## config.mk

```make
export PLATFORM = sky130hd
export DESIGN_NAME = out_fifo_arbiter
export DESIGN_NICKNAME = d
export VERILOG_FILES = /design/src/rtl/out_fifo_arbiter.sv
export SDC_FILE = /design/constraint.sdc
export NUM_CORES = 1
export LEC_CHECK = 0
export CAP_MARGIN = 20
export CORE_MARGIN = 2
export CORE_UTILIZATION = 48
export CTS_BUF_LIST = sky130_fd_sc_hd__clkbuf_16
export DETAILED_ROUTE_END_ITERATION = 12
export PLACE_DENSITY = 0.81
export SYNTH_ARGS = -nofsm -noshare
export SYNTH_HDL_FRONTEND = slang
export SYNTH_SLANG_ARGS = --single-unit
```

## constraint.sdc

```tcl
create_clock -name clk -period 3.3 [get_ports clk]
set_input_delay 0.99 -clock clk [delete_from_list [all_inputs] [get_ports clk]]
set_output_delay 0.99 -clock clk [all_outputs]
set_load 0.1 [all_outputs]
```

## src/rtl/out_fifo_arbiter.sv

```systemverilog
// Packet-aware round-robin arbiter: OutFifo (src 0) + OutRegFifo (src 1)
// -> one 32-bit valid/ready stream. Timeout/length guards, sticky errors.
module out_fifo_arbiter #(
  parameter logic [31:0] FOOTER_MASK    = 32'hFFFF0000,
  parameter logic [31:0] FOOTER_VALUE   = 32'hEE1D0000,
  parameter int          TIMEOUT_CYCLES = 1024,
  parameter int          MAX_PKT_WORDS  = 4096
) (
  input  logic        clk,
  input  logic        reset,
  input  logic [31:0] Src0Data,
  input  logic        Src0Empty,
  output logic        Src0ReadAck,
  input  logic [31:0] Src1Data,
  input  logic        Src1Empty,
  output logic        Src1ReadAck,
  output logic [31:0] out_data,
  output logic        out_valid,
  input  logic        out_ready,
  output logic        out_src,
  output logic        out_sop,
  output logic        out_eop,
  input  logic        err_clear,
  output logic        err_timeout,
  output logic        err_overlength,
  output logic [15:0] pkt_cnt0,
  output logic [15:0] pkt_cnt1,
  output logic        busy
);

  localparam int WCW = $clog2(MAX_PKT_WORDS + 1);
  localparam int TCW = $clog2(TIMEOUT_CYCLES + 1);

  typedef enum logic [1:0] {
    IDLE,
    GRANT0,
    GRANT1,
    DRAIN
  } state_t;

  state_t state, stateNxt;

  logic           lastGrant;
  logic [WCW-1:0] wordCnt;
  logic [TCW-1:0] toCnt;

  logic [31:0] outData;
  logic        outValid;
  logic        outSrc;
  logic        outSop;
  logic        outEop;
  logic        errTo;
  logic        errOvl;
  logic [15:0] pktCnt0;
  logic [15:0] pktCnt1;

  logic           gSel;
  logic           granted;
  logic           selEmpty;
  logic [31:0]    selData;
  logic           canLoad;
  logic           load;
  logic           isFooter;
  logic [WCW-1:0] wordInc;
  logic           hitMax;
  logic           overLen;
  logic           footDone;
  logic           timedOut;

  assign gSel     = (state == GRANT1);
  assign granted  = (state == GRANT0) || (state == GRANT1);
  assign selEmpty = gSel ? Src1Empty : Src0Empty;
  assign selData  = gSel ? Src1Data : Src0Data;
  assign canLoad  = !outValid || out_ready;
  assign load     = granted && !selEmpty && canLoad;
  assign isFooter = (selData & FOOTER_MASK) == FOOTER_VALUE;
  assign wordInc  = wordCnt + 1'b1;
  assign hitMax   = (wordInc == WCW'(MAX_PKT_WORDS));
  assign overLen  = load && hitMax && !isFooter;
  assign footDone = load && isFooter;
  assign timedOut = granted && selEmpty &&
                    (toCnt == TCW'(TIMEOUT_CYCLES - 1));

  assign Src0ReadAck = load && !gSel;
  assign Src1ReadAck = load && gSel;

  always_comb begin
    stateNxt = state;
    unique case (state)
      IDLE: begin
        if (!Src0Empty && !Src1Empty)
          stateNxt = lastGrant ? GRANT0 : GRANT1;
        else if (!Src0Empty)
          stateNxt = GRANT0;
        else if (!Src1Empty)
          stateNxt = GRANT1;
      end
      GRANT0, GRANT1: begin
        if (footDone || overLen || timedOut)
          stateNxt = DRAIN;
      end
      DRAIN: begin
        if (canLoad)
          stateNxt = IDLE;
      end
      default: stateNxt = IDLE;
    endcase
  end

  always_ff @(posedge clk or negedge reset) begin
    if (!reset) begin
      state     <= IDLE;
      lastGrant <= 1'b1;
      wordCnt   <= '0;
      toCnt     <= '0;
      outData   <= '0;
      outValid  <= 1'b0;
      outSrc    <= 1'b0;
      outSop    <= 1'b0;
      outEop    <= 1'b0;
      errTo     <= 1'b0;
      errOvl    <= 1'b0;
      pktCnt0   <= '0;
      pktCnt1   <= '0;
    end else begin
      state <= stateNxt;

      if (state == IDLE && stateNxt != IDLE)
        lastGrant <= (stateNxt == GRANT1);

      if (state == IDLE) begin
        wordCnt <= '0;
        toCnt   <= '0;
      end else if (load) begin
        wordCnt <= wordInc;
        toCnt   <= '0;
      end else if (granted && selEmpty) begin
        toCnt <= toCnt + 1'b1;
      end

      if (load) begin
        outData  <= selData;
        outValid <= 1'b1;
        outSrc   <= gSel;
        outSop   <= (wordCnt == '0);
        outEop   <= isFooter || hitMax;
      end else if (out_ready) begin
        outValid <= 1'b0;
      end

      if (footDone) begin
        if (gSel) pktCnt1 <= pktCnt1 + 1'b1;
        else      pktCnt0 <= pktCnt0 + 1'b1;
      end

      // set wins over a simultaneous clear
      if (timedOut)       errTo <= 1'b1;
      else if (err_clear) errTo <= 1'b0;

      if (overLen)        errOvl <= 1'b1;
      else if (err_clear) errOvl <= 1'b0;
    end
  end

  assign out_data       = outData;
  assign out_valid      = outValid;
  assign out_src        = outSrc;
  assign out_sop        = outSop;
  assign out_eop        = outEop;
  assign err_timeout    = errTo;
  assign err_overlength = errOvl;
  assign pkt_cnt0       = pktCnt0;
  assign pkt_cnt1       = pktCnt1;
  assign busy           = (state != IDLE);

endmodule

```

Word level (Yosys, flattened, before mapping)
Cells that the tools add are included.
{"block": "totals", "input_bits": 70, "output_inout_bits": 73, "ff_bits": 97, "word_cells": 78}
{"block": "op_classes", "add_sub_neg": 4, "muxes": 19, "n_reduce_logical": 34, "eq_ne": 7, "n_bitwise": 1}
{"op": "$mux W11", "count": 3}
{"op": "$add A16 B1 Y16 const B", "count": 2}
{"op": "$mux W32", "count": 1}
{"op": "$mux W13", "count": 2}
{"op": "$eq A16 B16 Y1 const B", "count": 1}
{"op": "$add A13 B1 Y13 const B", "count": 1}
{"op": "$eq A13 B13 Y1 const B", "count": 1}
{"op": "$logic_not A13 Y1", "count": 1}
{"op": "$mux W2", "count": 6}
{"op": "$reduce_bool A2 Y1", "count": 6}
{"op": "$add A11 B1 Y11 const B", "count": 1}
{"op": "$eq A11 B10 Y1 const B", "count": 1}
{"op": "$logic_and A1 B1 Y1", "count": 11}
{"op": "$eq A2 B2 Y1 const B", "count": 3}
{"op": "$logic_not A1 Y1", "count": 6}
{"op": "$mux W1", "count": 6}
{"op": "$pmux W2 S3", "count": 1}
{"op": "$logic_or A1 B1 Y1", "count": 5}
{"op": "$reduce_and A2 Y1", "count": 2}
{"op": "$reduce_bool A3 Y1", "count": 1}
{"op": "$eq A2 B1 Y1 const B", "count": 1}
{"op": "$logic_not A2 Y1", "count": 1}
{"op": "$reduce_or A2 Y1", "count": 1}
{"op": "$not A1 Y1", "count": 1}

Longest topological paths before layout
{"block": "logic_depth", "depth_word": 13, "ltp_mapped": 9, "ltp_nobuf": 8}

Worst setup path before layout
No wires, ideal clock.
{"block": "synth_path", "path_kind": "input to output", "from": "input Src1Empty", "to": "output Src0ReadAck", "arrival_time_ps": 3185, "path_slack_ps": -875, "stages": 5, "n_path_buf": 2, "cell_sequence": "mux2i_1 > nand3_1 > clkbuf_1 > clkbuf_1 > nor2_1"}
{"block": "synth_via", "elab_chain_cells": 5}
{"item": "start, declared", "line_no": "15", "text": "input logic Src1Empty,"}
{"item": "$mux W1", "line_no": "72", "text": "assign selEmpty = gSel ? Src1Empty : Src0Empty;"}
{"item": "$logic_not A1 Y1", "line_no": "75", "text": "assign load = granted && !selEmpty && canLoad;"}
{"item": "$logic_and A1 B1 Y1 (2 in series)", "line_no": "75"}
{"item": "$logic_and A1 B1 Y1", "line_no": "84", "text": "assign Src0ReadAck = load && !gSel;"}
{"item": "end, declared", "line_no": "13", "text": "output logic Src0ReadAck,"}
Every way passes these cells.

Worst setup path in the final report
{"block": "layout_path", "from": "input out_ready", "to": "output Src0ReadAck"}
{"block": "layout_via", "elab_chain_cells": 3}
{"item": "start, declared", "line_no": "19", "text": "input logic out_ready,"}
{"item": "$logic_or A1 B1 Y1", "line_no": "74", "text": "assign canLoad = !outValid || out_ready;"}
{"item": "$logic_and A1 B1 Y1", "line_no": "75"}
{"item": "$logic_and A1 B1 Y1", "line_no": "84"}
Every way passes these cells.

==> impl_metrics.csv <==
group,metric,value,unit
placement,placedInstanceArea,6430,um^2
sta,setup_ws,0.144,ns
setup_path,crit_chain,"clkdlybuf4s50_1 > nand2b_1 > nand3_2 > nor2_4 > buf_12",
pwr,max-vdd-ir-drop,0.000726,V
yosys,yosysSeqAreaShare,0.493,
clock_tree,cts_tree,"yes",
routing,detail-route-antenna-nets,0,
sta,finalCriticalPeriod,3.16,ns
sta,fin_hold_ws,0.474,ns
clock_tree,post_cts_resized,0,
yosys,syn_area_per_cell,10.2,um^2
grt,gr-usage-all-layers,0.238,
floorplan,initial_core_util,0.499,
sta,hold_viol,0,
yosys,ys.flop_type,"dfrtp_1",
grt,grt_overflow,0,
sta,clock_skew,0.00503,ns
setup_path,start_kind,"input pin",
yosys,ys_top_cells_by_area,"dfrtp_1, mux2i_1, nand2_1",
floorplan,num_rows,36,
floorplan,die_h,105,um
cells_and_area,nets,712,
cells_and_area,syn_to_final_growth,36.3,%
sta,finalSetupViolations,0,
pwr,total_power,5.98,mW
yosys,yosysWarnings,0,
routing,first_iter_violations,260,
placement,dp.cells,755,
floorplan,die_area,11100,um^2
run,maxCapViolCount,0,
setup_path,crit_type,"in2out",
sta,slew_headroom,0.577,
pwr,pwr_density_cell,890,nW/um^2
yosys,syn_inst,484,
yosys,yosys-top-cells-count,"dfrtp_1, nand2_1, o21ai_0",
pwr,leakage,3.09,nW
setup_path,cp-end-kind,"output pin",
floorplan,ios,143,
yosys,yosysMostFrequentCell,"dfrtp_1",
yosys,netlist_area,4930,um^2
grt,grt_max_degree,77,
yosys,ys_async_sr_fraction,1.00,
clock_tree,cts.path.max_buffers,2,
sta,max_freq,317,MHz
clock_tree,cts_max_level,3,
cells_and_area,fin_util,0.681,
routing,routed_wl,12900,um
routing,drt-pass1-iter-count,4,
yosys,yosys.area.top_type,"dfrtp_1",
grt,antenna_found_initial,0,
routing,wl_per_cell,16.7,um
cells_and_area,diodes,0,
clock_tree,cts-root-buf,"clkbuf_16",
yosys,synth_edf_count,0,
placement,dp_hpwl,9350,um
clock_tree,cts_setup_buffers,0,
placement,gp_congestion,0.832,
routing,vias,4188,
yosys,synth_fp_nets,563,
setup_path,cp_data_arrival_time,2.17,ns
setup_path,worstPathMaxFanout,5,
clock_tree,clkSinkCount,97,
sta,tightest_slew,0.634,ns
clock_tree,cts_hold_buf,0,
sta,setup-tns-final,0,ns
hold_path,hold_class,"reg2reg",
grt,grt_first_pass_wirelength,21200,um
clock_tree,clk_pin_slew,0.06,ns
setup_path,required,2.31,ns
yosys,synth.distinct_cells,52,
setup_path,max_stage_delay,0.45,ns
sta,drv_slew,0,
cells_and_area,layout-drive-gt1-share,0.188,
floorplan,core_area,9860,um^2
sta,rsz0062_at_grt,"false",
cells_and_area,stdcell_count,771,
cells_and_area,fin_area,6720,um^2
status,status,"completed",
placement,pre_cts_slack,0.0545,ns
floorplan,die_w,105,um
grt,grt_pass1_vias,4280,
yosys,netlist.area_leader.share,0.488,
routing,viasPerCell,5.43,
sta,finalCritPeriodShare,0.956,
yosys,synth_seq_cells,97,
clock_tree,clk_latency,0.34,ns
routing,drc_errors,0,
placement,port-buffer-count,142,
clock_tree,cts_buffers,9,
setup_path,cp_slowest_cell,"clkdlybuf4s50_1",
-- registers in the layout, summed over array words and instances, names as in the netlist --
signal / cells
out_data: 32
pkt_cnt0: 16
pkt_cnt1: 16
wordCnt: 13
toCnt: 11
state: 2
err_overlength: 1
err_timeout: 1
lastGrant: 1
out_eop: 1
out_sop: 1
out_src: 1
out_valid: 1
-- cells by family (layout without fill, tap and decap cells) --
logic type / count (synthesis) / count (layout) / synth area share
mux: 37 / 37 / 0.0757
compound gates: 61 / 61 / 0.0724
simple gates: 200 / 200 / 0.221
fa+ha+maj: 9 / 9 / 0.0229
flops: 97 / 97 / 0.493
xor+xnor: 50 / 50 / 0.0904
buf+inv: 30 / 184 / 0.0249
-- path summary, 6_finish.rpt --
path | to | from | slack [ns] | cells after the start
setup / recovery | Src0ReadAck | out_ready | 0.14 | 5
hold / removal | pkt_cnt1[15] | pkt_cnt1[15] | 0.47 | 1
setup reg to reg | pkt_cnt1[14] | state[0] | 0.68 | 9
hold reg to reg | pkt_cnt1[15] | pkt_cnt1[15] | 0.47 | 1
max in group asynchronous | lastGrant | reset | 1.91 | 2
min in group asynchronous | toCnt[2] | reset | 0.67 | 1
-- metal layers --
layer	vias up	track usage	wire, um
met5	-	0	0
met4	0	0.103	344
met3	21	0.0427	892
met2	148	0.387	6260
met1	2014	0.314	5350
li1	2005	-	-
-- cell usage in the layout, fill, tap and decap left out, types with 6 or more instances in the layout --
cell,count
xor2_1,25
inv_1,11
ha_1,8
clkdlybuf4s50_1,68
nor3_1,12
nand4_1,15
nand3_1,14
o21ai_0,38
mux2i_1,34
a21oi_1,6
xnor2_1,24
nor2_1,31
clkbuf_16,9
dfrtp_1,96
buf_4,85
nand2_1,73
and3_1,11
-- cell type report --
class                           count  area, um^2
Tap cell                          133         166
Fill cell                         740        3150
Clock inverter                      7        61.3
Multi-Input combinational cell    357        2390
Sequential cell                    97        2430
Timing Repair Buffer              157        1400
Inverter                           11        41.3
Clock buffer                        9         225
-- where the power goes --
part	internal [mW]	switching, mW
sequential	1.45	0.156
combinational	0.825	2.52
clock	0.578	0.443
total	2.86	3.12
-- critical path: cells and delay by family --
| family | cells | cell delay [ns] |
|---|---|---|
| and+or+nand+nor | 3 | 0.54 |
| buffers and inverters | 2 | 0.63 |
Note: power is estimated with default switching activity, not from simulation.
